--- src/rtl/sram_bist_collar_pkg.sv ---
// Shared widths, BIST op encodings and collar FSM state codes.
package sram_bist_collar_pkg;
  localparam int ADDR_W = 8;
  localparam int DATA_W = 4;
  localparam int CNT_W  = 9;
  localparam int LOG_D  = 4;

  localparam logic OP_WR = 1'b0;
  localparam logic OP_RC = 1'b1;

  typedef enum logic [1:0] {
    ST_IDLE   = 2'd0,
    ST_ACCESS = 2'd1,
    ST_CHECK  = 2'd2
  } state_t;
endpackage

--- src/rtl/sram_bist_collar_core.sv ---
// 256x4 SRAM core: synchronous write, registered read (old data on a write cycle).
module sram_256x4_core
  import sram_bist_collar_pkg::*;
(
  input  logic              i_clk,
  input  logic              i_rst_n,
  input  logic              i_we,
  input  logic [ADDR_W-1:0] i_addr,
  input  logic [DATA_W-1:0] i_din,
  output logic [DATA_W-1:0] o_dout
);
  logic [DATA_W-1:0] r_mem [2**ADDR_W];
  logic [DATA_W-1:0] r_dout;

  always_ff @(posedge i_clk) begin
    if (i_we) r_mem[i_addr] <= i_din;
  end

  always_ff @(posedge i_clk) begin
    if (!i_rst_n) r_dout <= '0;
    else          r_dout <= r_mem[i_addr];
  end

  assign o_dout = r_dout;
endmodule

--- src/rtl/sram_bist_collar.sv ---
// BIST-side collar around the 256x4 SRAM; optional fail log enabled by FAIL_LOG_EN.
module sram_bist_collar
  import sram_bist_collar_pkg::*;
(
  input  logic              Clock,
  input  logic              Reset_n,
  input  logic              Test_Mode,
  input  logic [ADDR_W-1:0] Func_Addr,
  input  logic              Func_WE,
  input  logic [DATA_W-1:0] Func_Din,
  output logic [DATA_W-1:0] Func_Dout,
  input  logic              Bist_Valid,
  output logic              Bist_Ready,
  input  logic              Bist_Op,
  input  logic [ADDR_W-1:0] Bist_Addr,
  input  logic [DATA_W-1:0] Bist_Data,
  output logic              Rsp_Valid,
  input  logic              Rsp_Ready,
  output logic              Rsp_Fail,
  output logic              Fail_Any,
  output logic [CNT_W-1:0]  Fail_Count,
  output logic [ADDR_W-1:0] First_Addr,
  output logic [DATA_W-1:0] First_Syndrome,
`ifdef FAIL_LOG_EN
  input  logic              Log_Pop,
  output logic              Log_Empty,
  output logic [ADDR_W-1:0] Log_Addr,
  output logic [DATA_W-1:0] Log_Syn,
`endif
  input  logic              Clr_Status
);
  state_t            r_state, w_next;
  logic              r_op, r_chk_first;
  logic [ADDR_W-1:0] r_addr, r_first_addr;
  logic [DATA_W-1:0] r_data, r_first_syn;
  logic              r_fail_any;
  logic [CNT_W-1:0]  r_fail_cnt;
  logic              w_sram_we;
  logic [ADDR_W-1:0] w_sram_addr;
  logic [DATA_W-1:0] w_sram_din, w_rdata, w_syn;
  logic              w_accept, w_fail, w_upd;

  sram_256x4_core u_core (
    .i_clk  (Clock),
    .i_rst_n(Reset_n),
    .i_we   (w_sram_we),
    .i_addr (w_sram_addr),
    .i_din  (w_sram_din),
    .o_dout (w_rdata)
  );

  assign w_accept = (r_state == ST_IDLE) && Test_Mode && Bist_Valid;

  always_ff @(posedge Clock) begin
    if (!Reset_n) begin
      r_state     <= ST_IDLE;
      r_op        <= OP_WR;
      r_addr      <= '0;
      r_data      <= '0;
      r_chk_first <= 1'b0;
    end else begin
      r_state     <= w_next;
      r_chk_first <= (r_state == ST_ACCESS);
      if (w_accept) begin
        r_op   <= Bist_Op;
        r_addr <= Bist_Addr;
        r_data <= Bist_Data;
      end
    end
  end

  // Outside IDLE the SRAM keeps re-reading r_addr, so the compare stays stable while stalled.
  always_comb begin
    w_next      = r_state;
    Bist_Ready  = 1'b0;
    Rsp_Valid   = 1'b0;
    w_sram_we   = 1'b0;
    w_sram_addr = r_addr;
    w_sram_din  = r_data;
    case (r_state)
      ST_IDLE: begin
        Bist_Ready = Test_Mode;
        if (!Test_Mode) begin
          w_sram_we   = Func_WE;
          w_sram_addr = Func_Addr;
          w_sram_din  = Func_Din;
        end
        if (w_accept) w_next = ST_ACCESS;
      end
      ST_ACCESS: begin
        w_sram_we = (r_op == OP_WR);
        w_next    = ST_CHECK;
      end
      ST_CHECK: begin
        Rsp_Valid = 1'b1;
        if (Rsp_Ready) w_next = ST_IDLE;
      end
      default: w_next = ST_IDLE;
    endcase
  end

  assign w_syn    = w_rdata ^ r_data;
  assign w_fail   = Rsp_Valid && (r_op == OP_RC) && (|w_syn);
  assign w_upd    = w_fail && r_chk_first;
  assign Rsp_Fail = w_fail;

  always_ff @(posedge Clock) begin
    if (!Reset_n || Clr_Status) begin
      r_fail_any   <= 1'b0;
      r_fail_cnt   <= '0;
      r_first_addr <= '0;
      r_first_syn  <= '0;
    end else if (w_upd) begin
      r_fail_any <= 1'b1;
      if (!r_fail_any) begin
        r_first_addr <= r_addr;
        r_first_syn  <= w_syn;
      end
      if (r_fail_cnt != '1) r_fail_cnt <= r_fail_cnt + CNT_W'(1);
    end
  end

  assign Func_Dout      = w_rdata;
  assign Fail_Any       = r_fail_any;
  assign Fail_Count     = r_fail_cnt;
  assign First_Addr     = r_first_addr;
  assign First_Syndrome = r_first_syn;

`ifdef FAIL_LOG_EN
  localparam int PTR_W = $clog2(LOG_D);
  logic [ADDR_W+DATA_W-1:0] r_log [LOG_D];
  logic [PTR_W:0]           r_wr_ptr, r_rd_ptr;
  logic                     w_full, w_pop, w_push;

  assign Log_Empty = (r_wr_ptr == r_rd_ptr);
  assign w_full    = (r_wr_ptr[PTR_W] != r_rd_ptr[PTR_W]) &&
                     (r_wr_ptr[PTR_W-1:0] == r_rd_ptr[PTR_W-1:0]);
  assign w_pop     = Log_Pop && !Log_Empty;
  assign w_push    = w_upd && !Clr_Status && (!w_full || w_pop);

  always_ff @(posedge Clock) begin
    if (w_push) r_log[r_wr_ptr[PTR_W-1:0]] <= {r_addr, w_syn};
  end

  always_ff @(posedge Clock) begin
    if (!Reset_n || Clr_Status) begin
      r_wr_ptr <= '0;
      r_rd_ptr <= '0;
    end else begin
      if (w_push) r_wr_ptr <= r_wr_ptr + 1'b1;
      if (w_pop)  r_rd_ptr <= r_rd_ptr + 1'b1;
    end
  end

  assign Log_Addr = r_log[r_rd_ptr[PTR_W-1:0]][ADDR_W+DATA_W-1:DATA_W];
  assign Log_Syn  = r_log[r_rd_ptr[PTR_W-1:0]][DATA_W-1:0];
`endif
endmodule
--- config.mk ---
export PLATFORM = sky130hd
export DESIGN_NAME = sram_bist_collar
export DESIGN_NICKNAME = d
export VERILOG_FILES = /design/src/rtl/sram_bist_collar_pkg.sv /design/src/rtl/sram_bist_collar_core.sv /design/src/rtl/sram_bist_collar.sv
export SDC_FILE = /design/constraint.sdc
export NUM_CORES = 1
export LEC_CHECK = 0
export BUFFER_PORTS_ARGS = -buffer_cell sky130_fd_sc_hd__buf_2
export CAP_MARGIN = 40
export CORE_UTILIZATION = 35
export CTS_CLUSTER_SIZE = 25
export DETAILED_ROUTE_END_ITERATION = 8
export PLACE_DENSITY = 0.58
export SLEW_MARGIN = 30
export SYNTH_ARGS = -nofsm -noshare
export SYNTH_HDL_FRONTEND = slang
export SYNTH_SLANG_ARGS = --single-unit
--- constraint.sdc ---
create_clock -name Clock -period 11.5 [get_ports Clock]
set_clock_uncertainty 0.15 [all_clocks]
set_input_delay 2.3 -clock Clock [delete_from_list [all_inputs] [get_ports Clock]]
set_output_delay 2.3 -clock Clock [all_outputs]
set_load 0.05 [all_outputs]
; ---- After elaboration in Yosys (flattened, before gate mapping)
; Memories as Yosys holds them, arrays and structs flattened. A register that Yosys moved wholly into a read port is not among the register bits.
; Cells that the tools add are included.
; W data, S select, Z words.
[totals]
wordCells = 45
mem_bits_rw = 1024
inputBits = 32
output_inout_bits = 29
n_memories = 1
reg_bits = 38
[classes]
n_mux = 13
n_reduce_logical = 13
bitwise = 3
n_addsub = 1
n_eq_ne = 5
[memory_table]
columns = memory, depth, word_bits, rd, rd_ports_with_merged_regs, write_ports, line_no
row1 = u_core.r_mem, 256, 4, 1, 1, 1, sram_bist_collar_core.sv:12  ; logic [DATA_W-1:0] r_mem [2**ADDR_W];
[op_table]
columns = operator, count
row1 = $mux W8, 2
row2 = $add A9 B1 Y9 const B, 1
row3 = $ne A9 B9 Y1 const B, 1
row4 = $mux W4, 2
row5 = $pmux W2 S3, 1
row6 = $reduce_and A2 Y1, 3
row7 = $logic_and A1 B1 Y1, 5
row8 = $mux W1, 5
row9 = $mux W2, 2
row10 = $ne A2 B2 Y1 const B, 2
row11 = $reduce_or A4 Y1, 1
row12 = $xor A4 B4 Y4, 1
row13 = $eq A2 B1 Y1 const B, 1
row14 = $eq A2 B2 Y1 const B, 1
row15 = $logic_not A1 Y1, 2
row16 = $logic_not A2 Y1, 1
row17 = $not A1 Y1, 2
row18 = $pmux W1 S2, 1
row19 = $logic_or A1 B1 Y1, 1

; ---- Depth between registers and ports, before layout
; Gate-level depths: netlist (run 1).
[depth]
ltp_word = 6
mapped_depth = 15
mapped_depth_nobuf = 8

; ---- By module
; A second synthesis (run 1) with hierarchy kept.
[unflattened]
hier_cells = 2355
hier_area_um2 = 42714.7
[modules_own_cells]
columns = module, area_each_um2, cells_per_inst, seq_area_each_um2, instances
row1 = sram_256x4_core, 40865.4, 2146, 30829.6, 1
row2 = sram_bist_collar, 1849.3, 209, 760.7, 1

; ---- Worst setup path before layout (run 1)
; OpenSTA, ideal clock, no wires.
[synth_path]
path_kind = input-to-reg
startpoint = input Test_Mode
endpoint = memory u_core.r_mem[0][0], data pin
setup_time_ns = 0.823
slack_ns = 4.279
path_buffers = 2
arrival_ns = 6.249
required_time_ns = 10.527
cell_stages = 5
cell_sequence = buf_2 -> nor3_4 -> clkbuf_1 -> nand2_1 -> nand2_1
[synth_between]
elab_chain_len = 2
[synth_rtl]
columns = element, line_no
row1 = start: declaration, sram_bist_collar.sv:7  ; input logic Test_Mode,
row2 = $mux W4, sram_bist_collar.sv:83  ; if (!Test_Mode) begin
row3 = $mux W4, sram_bist_collar.sv:80  ; case (r_state)
row4 = net u_core.i_din[0], sram_bist_collar_core.sv:9  ; input logic [DATA_W-1:0] i_din,
row5 = end: declaration, sram_bist_collar_core.sv:12
; The timed path passes the listed nets, and every way through them passes these cells.

; ---- Worst setup path in the final report (run 1)
[layout_path]
startpoint = input Test_Mode
endpoint = register u_core.r_dout[1] (netlist: u_core.o_dout[1]) (read register of u_core.r_mem)
[layout_between]
elab_chain_len = 2
[layout_rtl]
columns = element, line_no
row1 = $mux W8, sram_bist_collar.sv:83
row2 = $mux W8, sram_bist_collar.sv:80
row3 = end: declaration, sram_bist_collar_core.sv:13  ; logic [DATA_W-1:0] r_dout;
; Every way passes these cells.
; A chain may end at the register's enable or synchronous reset.

==> out/qor.json, run 1 <==
{
  "setup_repair_after_global_routing_missed_its_margin": "false",
  "grt_pass1_wl_mm": 176.0,
  "post-synth-top-area-fraction_pct": 70.68,
  "final_nets": 3179,
  "pin_count": 61,
  "synthAdderAreaFrac_pct": 0.05752,
  "setup_tns_after_final_layout_ns": 0,
  "fp-row-count": 128,
  "worst-slew-pin-transition_ns": 0.8836,
  "r2r_cells": 11,
  "yosysSeqAreaShare_pct": 72.61,
  "netlist_area_um2": 43510,
  "finalSetupViolCount": 0,
  "firstDrtPassIters": 8,
  "drt_first_iter_violations": 2818,
  "finalPower_w": 0.008613,
  "synthesis.nets": 3148,
  "power.ir.vdd_worst_v": 0.0001223,
  "postSynth.topFlopCell": "sky130_fd_sc_hd__edfxtp_1",
  "synth_enable_flop_cells": 1024,
  "timing.rr.end": "u_core.o_dout[1]",
  "synthTopCellsByArea": "sky130_fd_sc_hd__edfxtp_1 71%, sky130_fd_sc_hd__mux2i_1 5.1%, sky130_fd_sc_hd__nand2_1 4.3%",
  "min-delay-start": "Fail_Any",
  "r2r_slack_ns": 6.42,
  "drcViolationCount": 0,
  "grt_util_met1_pct": 26.24,
  "remaining_antenna_violation_count": 0,
  "die_w_um": 354.6,
  "crit_fanout": 57,
  "antenna_cells": 0,
  "worst_ep_arrival_time_ns": 6.79,
  "finalWorstSetupSlack_ns": 5.123,
  "min_to": "Fail_Any",
  "max-cap-violations": 0,
  "clock_tree.buffer_depth": 3,
  "grt_util_met2_pct": 29.93,
  "gp_congestion": 0.8471,
  "hpwl_mm": 73.54,
  "synthCells": 3114,
  "wirelength_mm": 119.1,
  "leakage_nw": 15.87,
  "number_of_global_route_vias_before_repair": 26170,
  "synthXorXnorAreaFrac_pct": 0.2013,
  "grt_overflow_total": 0,
  "finalCritPeriodShare_pct": 55.45,
  "die-area_um2": 125700,
  "grt_max_degree": 205,
  "synth_cell_type_count": 69,
  "multiplexer_area_fraction_after_synthesis_pct": 6.272,
  "r2r_start": "r_state[0]",
  "number_of_buffers_inserted_for_hold_repair_after_clock_tree_synthesis": 0,
  "achievable-frequency_ghz": 0.1568,
  "finalHoldViolations": 0,
  "worstSetupStartpointType": "input pin",
  "post-synth-top-area-cell": "sky130_fd_sc_hd__edfxtp_1",
  "hold_path_depth": 2,
  "post-cts-setup-buffer-count": 0,
  "grtUsageMet3_pct": 2.766,
  "syn_area_per_cell_um2": 13.97,
  "yosysWarningCount": 0,
  "count_of_h_tree_levels_built_during_cts": 3,
  "top_usage_layer": "met2",
  "grt_antenna_before_repair": 4,
  "clockRootBuffer": "sky130_fd_sc_hd__clkbuf_16",
  "synth_seq_cells": 1066,
  "power-per-cell-area_nw_per_um2": 174.5,
  "main_combinational_cell_family_by_area_after_synthesis": "simple AND/OR/NAND/NOR gates",
  "status": "completed",
  "critPathKind": "input pin to flip-flop",
  "design.core.area_um2": 122500,
  "timing.final.crit_period_ns": 6.377,
  "clk_transition_reported_paths_ns": 0.06,
  "routed-via-count": 26650,
  "pre_cts_ws_ns": 4.499,
  "overall_routing_resource_usage_pct": 18.62,
  "wire_per_inst_um": 24.48,
  "placement.io_buffers": 60,
  "clock_tree_from_tritoncts": "yes",
  "min-delay-path-class": "flip-flop to flip-flop",
  "initial_core_util_pct": 35.51,
  "endpoint_kind": "flip-flop",
  "die_height_um": 354.6,
  "cts_buffers": 111,
  "post_cts_resized": 0,
  "layout-area-overhead-vs-synth_pct": 13.46,
  "synthSimpleGateAreaFrac_pct": 10.86,
  "post_drt_via_cell_ratio": 5.477,
  "slew_viol_final": 0,
  "max-slew-margin-rel_pct": 41.09,
  "drive_above_1_share_pct": 10.92,
  "async_flop_share_pct": 0,
  "worst_ep_required_time_ns": 11.91,
  "fraction_of_the_mapped_netlist_area_in_compound_gates_pct": 7.543,
  "worstSkewPairLatency_ns": 0.69,
  "clkSinkCount": 1066
}
[metrics by stage]
| stage | hold slack [ns] | area [um^2] | cells | utilization [%] |
|---|---|---|---|---|
| after global placement | 0.2934 | 45470 | 4645 | 37.11 |
| after global routing | 0.3450 | 49360 | 4866 | 40.29 |
| after CTS | 0.3137 | 49290 | 4862 | 40.23 |
| final | 0.3090 | 49360 | 4866 | 40.29 |
| after floorplan | 0.2999 | 43510 | 3114 | - |
| after detailed placement | 0.3048 | 45560 | 4653 | 37.19 |
[cell families after synthesis]
logic type | count (synthesis)
and+or+nand+nor | 1089
DFF | 1066
AOI/OAI and AO/OA | 478
muxes | 248
buffers and inverters | 221
xor gates and xnor gates | 10
adders and majority gates | 2
[registers in the layout, summed over array words and instances (netlist names)]
register / flops
r_state: 2
First_Syndrome: 4
Fail_Count: 9
r_data: 4
u_core.o_dout: 4
First_Addr: 8
u_core.r_mem: 1024
r_chk_first: 1
r_op: 1
r_addr: 8
Fail_Any: 1
[per-layer routing]
metal | share of wire (%) | wire, um | up-vias
met5 | 0.028 | 33 | -
met4 | 2.2 | 2639 | 4
met3 | 6.7 | 7988 | 165
met2 | 47 | 55890 | 1022
met1 | 44 | 52550 | 13550
li1 | - | - | 11920
[critical path, cell delays in order]
cell and delay (ns):
sky130_fd_sc_hd__buf_2 0.23, sky130_fd_sc_hd__or4b_1 0.51, sky130_fd_sc_hd__buf_4 0.31, sky130_fd_sc_hd__nand2_8 0.45
sky130_fd_sc_hd__buf_4 0.70, sky130_fd_sc_hd__mux2i_1 0.30, sky130_fd_sc_hd__o22ai_1 0.10, sky130_fd_sc_hd__nor4_1 0.53
sky130_fd_sc_hd__nand3_1 0.37, sky130_fd_sc_hd__a2111o_1 0.48, sky130_fd_sc_hd__o41a_1 0.42
[power breakdown]
group / internal, W / switching [W] / total [W]
combinational: 0.000170 / 0.000469 / 0.000639
clock: 0.00216 / 0.00150 / 0.00366
sequential: 0.00430 / 0.0000130 / 0.00431
[synthesized netlist by cell type, types with 18 or more instances]
library cell and count:
sky130_fd_sc_hd__buf_1 18, sky130_fd_sc_hd__nand2_1 504, sky130_fd_sc_hd__dfxtp_1 42, sky130_fd_sc_hd__and3_1 32, sky130_fd_sc_hd__o22ai_1 66, sky130_fd_sc_hd__nand3_1 154
sky130_fd_sc_hd__nor2_1 285, sky130_fd_sc_hd__mux2i_1 222, sky130_fd_sc_hd__o21ai_0 53, sky130_fd_sc_hd__o2111ai_1 25, sky130_fd_sc_hd__buf_4 18, sky130_fd_sc_hd__clkbuf_1 110
sky130_fd_sc_hd__nor4_1 19, sky130_fd_sc_hd__a211oi_1 31, sky130_fd_sc_hd__a31oi_1 44, sky130_fd_sc_hd__a211o_1 48, sky130_fd_sc_hd__a21oi_1 102, sky130_fd_sc_hd__edfxtp_1 1024
sky130_fd_sc_hd__mux4_2 19, sky130_fd_sc_hd__buf_2 61
[worst max path at each step]
| stage | depth (start not counted) | from | end | slack [ns] |
|---|---|---|---|---|
| 2_1_floorplan | 5 | Test_Mode | u_core.r_mem[0][0] | 4.28 |
| 3_3_place_gp | 9 | Test_Mode | u_core.o_dout[3] | 4.25 |
| 3_5_place_dp | 10 | Test_Mode | u_core.o_dout[1] | 4.50 |
| 4_1_cts | 10 | Test_Mode | u_core.o_dout[1] | 5.22 |
| 5_1_grt | 12 | Test_Mode | u_core.o_dout[3] | 5.05 |
| 6_report | 11 | Test_Mode | u_core.o_dout[1] | 5.12 |
[cell usage in the layout, fill, tap and decap left out, types with 20 or more instances in the layout]
master / instances
sky130_fd_sc_hd__a211o_1: 48
sky130_fd_sc_hd__nor2_1: 282
sky130_fd_sc_hd__clkbuf_16: 111
sky130_fd_sc_hd__o21ai_0: 52
sky130_fd_sc_hd__a31oi_1: 44
sky130_fd_sc_hd__a211oi_1: 31
sky130_fd_sc_hd__clkbuf_1: 20
sky130_fd_sc_hd__o2111ai_1: 25
sky130_fd_sc_hd__clkinv_2: 20
sky130_fd_sc_hd__edfxtp_1: 1024
sky130_fd_sc_hd__and3_1: 32
sky130_fd_sc_hd__dfxtp_1: 42
sky130_fd_sc_hd__nand3_1: 152
sky130_fd_sc_hd__nand2_1: 498
sky130_fd_sc_hd__buf_4: 62
sky130_fd_sc_hd__a21oi_1: 102
sky130_fd_sc_hd__o22ai_1: 66
sky130_fd_sc_hd__mux2i_1: 218
sky130_fd_sc_hd__buf_2: 60
sky130_fd_sc_hd__clkinv_1: 24
[final cells by class]
type	count	area, um^2
Timing Repair Buffer	136	988.4
Clock buffer	136	2922
Multi-Input combinational cell	1827	11010
Tap cell	1625	2033
Fill cell	11260	73160
Clock inverter	73	805.8
Sequential cell	1066	31590
Inverter	3	11.26
(Power assumes the default switching activity.)
==> inputs of run 2 (changes only) <==
ABC_AREA = 1   (was default)
PLACE_DENSITY = 0.6   (was 0.58)
clock period = 5.7 ns   (was 11.5 ns; I/O delays follow)
==> run 2 against run 1 <==
Against the previous run: cell count grew 35%; critical path depth rose by 9; synthesized cell count up 52%; global-route usage down 0.44 points; count of clock-buffer cells in the layout rose by 11; first-iteration DRC count up 6.5%; hold slack improved by 0.020 ns; utilization shrank 0.30 points; wire length increased by 2.9%; sequential power grew 100%; largest power group unchanged; highest routed layer unchanged.
==> out/qor.json, run 2 <==
{
  "min-delay-start": "Fail_Any",
  "syn_area_per_cell_um2": 9.706,
  "drt_first_iter_violations": 3002,
  "async_flop_share_pct": 0,
  "main_combinational_cell_family_by_area_after_synthesis": "simple AND/OR/NAND/NOR gates",
  "finalHoldViolations": 0,
  "r2r_start": "r_state[0]",
  "count_of_filler_cells_inserted_in_the_layout": 12630,
  "critPathKind": "input pin to flip-flop",
  "fp-row-count": 132,
  "finish.utilization_pct": 39.99,
  "r2r_cells": 19,
  "timing.final.crit_period_ns": 3.965,
  "overall_routing_resource_usage_pct": 18.17,
  "finalSetupViolCount": 0,
  "netlist_area_um2": 46040,
  "wire_per_inst_um": 18.63,
  "leakage_nw": 20.86,
  "grt_antenna_before_repair": 2,
  "hpwl_mm": 71.98,
  "timing.rr.end": "u_core.o_dout[1]",
  "clock_tree_from_tritoncts": "yes",
  "final_cell_mix": "2642 x sky130_fd_sc_hd__nand2_1, 1024 x sky130_fd_sc_hd__edfxtp_1, 464 x sky130_fd_sc_hd__nor2_1, 146 x sky130_fd_sc_hd__nand3_1, 117 x sky130_fd_sc_hd__clkbuf_16",
  "grt_max_degree": 179,
  "hold_path_depth": 2,
  "status": "completed",
  "post_drt_via_cell_ratio": 4.849,
  "gp_congestion": 0.8314,
  "layout-area-overhead-vs-synth_pct": 12.90,
  "post_route_insts_no_fill": 6579,
  "worst_ep_arrival_time_ns": 4.39,
  "synth_seq_cells": 1066,
  "endpoint_kind": "flip-flop",
  "die_height_um": 364.7,
  "grt_overflow_total": 0,
  "synthSimpleGateAreaFrac_pct": 27.20,
  "r2r_slack_ns": 1.94,
  "yosysSeqAreaShare_pct": 68.61,
  "yosysWarningCount": 0,
  "worst_ep_required_time_ns": 6.12,
  "worstSkewPairLatency_ns": 0.71,
  "post-cts-setup-buffer-count": 0,
  "setup_repair_after_global_routing_missed_its_margin": "false",
  "clockRootBuffer": "sky130_fd_sc_hd__clkbuf_16",
  "remaining_antenna_violation_count": 0,
  "synthCells": 4744,
  "place.detailed.instances": 6371,
  "crit_fanout": 72,
  "routed-via-count": 31900,
  "synth_most_common_cell": "sky130_fd_sc_hd__nand2_1",
  "post_cts_resized": 0,
  "power-per-cell-area_nw_per_um2": 345.2,
  "post-synth-top-area-cell": "sky130_fd_sc_hd__edfxtp_1",
  "max-slew-margin-rel_pct": 36.52,
  "synthTopCellsByArea": "sky130_fd_sc_hd__edfxtp_1 67%, sky130_fd_sc_hd__nand2_1 22%, sky130_fd_sc_hd__nor2_1 3.8%",
  "max-cap-violations": 0,
  "postSynth.topFlopCell": "sky130_fd_sc_hd__edfxtp_1",
  "power.ir.vdd_worst_v": 0.0002356,
  "clock_tree.buffer_depth": 3,
  "final_common_cell": "sky130_fd_sc_hd__nand2_1",
  "min_to": "Fail_Any",
  "synth_cell_type_count": 28,
  "final_nets": 4778,
  "wirelength_mm": 122.6,
  "largest_register_ffs": 1024,
  "clkSinkCount": 1066,
  "fraction_of_the_mapped_netlist_area_in_compound_gates_pct": 0.8859,
  "post-synth-top-area-fraction_pct": 66.78,
  "multiplexer_area_fraction_after_synthesis_pct": 0,
  "number_of_global_route_vias_before_repair": 30410,
  "worst-slew-pin-transition_ns": 0.9521,
  "count_of_h_tree_levels_built_during_cts": 3,
  "grt_pass1_wl_mm": 183.3,
  "pin_count": 61,
  "synth_enable_flop_cells": 1024,
  "cts_buffers": 112,
  "antenna_cells": 0,
  "number_of_buffers_inserted_for_hold_repair_after_clock_tree_synthesis": 0,
  "drcViolationCount": 0,
  "drive_above_1_share_pct": 6.946,
  "finalCritPeriodShare_pct": 69.57,
  "achievable-frequency_ghz": 0.2522,
  "synthAdderAreaFrac_pct": 0.05435,
  "worstSetupStartpointType": "input pin",
  "clk_transition_reported_paths_ns": 0.06,
  "registers.top_by_ff_count": "u_core.r_mem",
  "initial_core_util_pct": 35.42,
  "slew_viol_final": 0,
  "placement.io_buffers": 60,
  "min-delay-path-class": "flip-flop to flip-flop",
  "synthesis.nets": 4778,
  "synth.cells.most_frequent": "2644 x sky130_fd_sc_hd__nand2_1, 1024 x sky130_fd_sc_hd__edfxtp_1, 468 x sky130_fd_sc_hd__nor2_1",
  "die_w_um": 364.7,
  "synthXorXnorAreaFrac_pct": 0.09511,
  "design.core.area_um2": 130000,
  "die-area_um2": 133000,
  "firstDrtPassIters": 6
}
==> run 2: changes by cell type after synthesis, moves of 35 or more <==
| cell | before | now |
|---|---|---|
| sky130_fd_sc_hd__nor2_1 | 285 | 468 |
| sky130_fd_sc_hd__o22ai_1 | 66 | 0 |
| sky130_fd_sc_hd__a31oi_1 | 44 | 1 |
| sky130_fd_sc_hd__inv_1 | 3 | 52 |
| sky130_fd_sc_hd__clkbuf_1 | 110 | 75 |
| sky130_fd_sc_hd__a21oi_1 | 102 | 37 |
| sky130_fd_sc_hd__nand2_1 | 504 | 2644 |
| sky130_fd_sc_hd__a211o_1 | 48 | 0 |
| sky130_fd_sc_hd__mux2i_1 | 222 | 0 |
| sky130_fd_sc_hd__buf_2 | 61 | 172 |
==> run 2: final cells by class <==
type | count | area (um^2) | area share (%)
Tap cell | 1742 | 2180 | 4.193
Clock buffer | 147 | 3040 | 5.849
Clock inverter | 60 | 431.7 | 0.8304
Inverter | 63 | 244.0 | 0.4694
Sequential cell | 1066 | 31590 | 60.77
Multi-Input combinational cell | 3358 | 13120 | 25.24
Timing Repair Buffer | 143 | 1378 | 2.650
==> run 2: logic make-up after synthesis <==
group,count (synthesis)
compound gates,76
xor+xnor,5
fa+ha+maj,2
buf+inv,320
flops,1066
simple gates,3275
==> run 2: worst max-delay path by stage <==
stage	startpoint	endpoint	slack (ns)	cells past startpoint
global placement	Test_Mode	u_core.o_dout[0]	1.09	20
floorplan	Test_Mode	u_core.r_mem[0][0]	-0.93	5
CTS	Test_Mode	u_core.o_dout[0]	1.78	20
detailed placement	Test_Mode	u_core.o_dout[0]	1.06	20
finish	Test_Mode	u_core.o_dout[1]	1.73	20
global route	Test_Mode	u_core.o_dout[1]	1.48	20
==> run 2: routing by layer <==
metal,up-vias,wire (um),global-route usage [%]
li1,15370,-,-
met1,15250,54390,25.09
met2,1071,55960,29.17
met3,198,8348,2.670
met4,4,3864,6.261
met5,-,26,0
==> run 2: power by group <==
group	switching (W)	internal (W)	leakage, nW
Sequential	0.0000216	0.00876	9.60
Combinational	0.00167	0.000534	9.57
Clock	0.00300	0.00396	1.69
Total	0.00469	0.0133	20.9
==> run 2: stage by stage <==
| step | hold slack (ns) | setup WS [ns] | area [um^2] | TNS [ns] | power (W) |
|---|---|---|---|---|---|
| after floorplan | 0.2989 | -0.9298 | 46060 | -952.08 | 0.01036 |
| after global placement | 0.3131 | 1.086 | 48330 | 0 | 0.01111 |
| after detailed placement | 0.3210 | 1.058 | 48500 | 0 | 0.01114 |
| after CTS | 0.3293 | 1.776 | 51970 | 0 | 0.01803 |
| after global routing | 0.3477 | 1.481 | 51980 | 0 | 0.01854 |
| final | 0.3287 | 1.735 | 51980 | 0 | 0.01794 |
==> run 2: critical path, cell delays in order <==
cell and delay [ns]:
sky130_fd_sc_hd__buf_2 0.11, sky130_fd_sc_hd__inv_1 0.19, sky130_fd_sc_hd__nand2_4 0.27, sky130_fd_sc_hd__nand2_4 0.28, sky130_fd_sc_hd__nand2_4 0.38, sky130_fd_sc_hd__buf_12 0.38, sky130_fd_sc_hd__nand2_1 0.11, sky130_fd_sc_hd__nand2_1 0.05
sky130_fd_sc_hd__nand2_1 0.05, sky130_fd_sc_hd__nand2_1 0.07, sky130_fd_sc_hd__nand2_1 0.06, sky130_fd_sc_hd__nand2_1 0.08, sky130_fd_sc_hd__nor2_1 0.16, sky130_fd_sc_hd__nor2_1 0.06, sky130_fd_sc_hd__nor2_1 0.39, sky130_fd_sc_hd__nand2_1 0.13
sky130_fd_sc_hd__nand2_1 0.08, sky130_fd_sc_hd__nand2_1 0.13, sky130_fd_sc_hd__nor2_1 0.12, sky130_fd_sc_hd__nor2_1 0.05
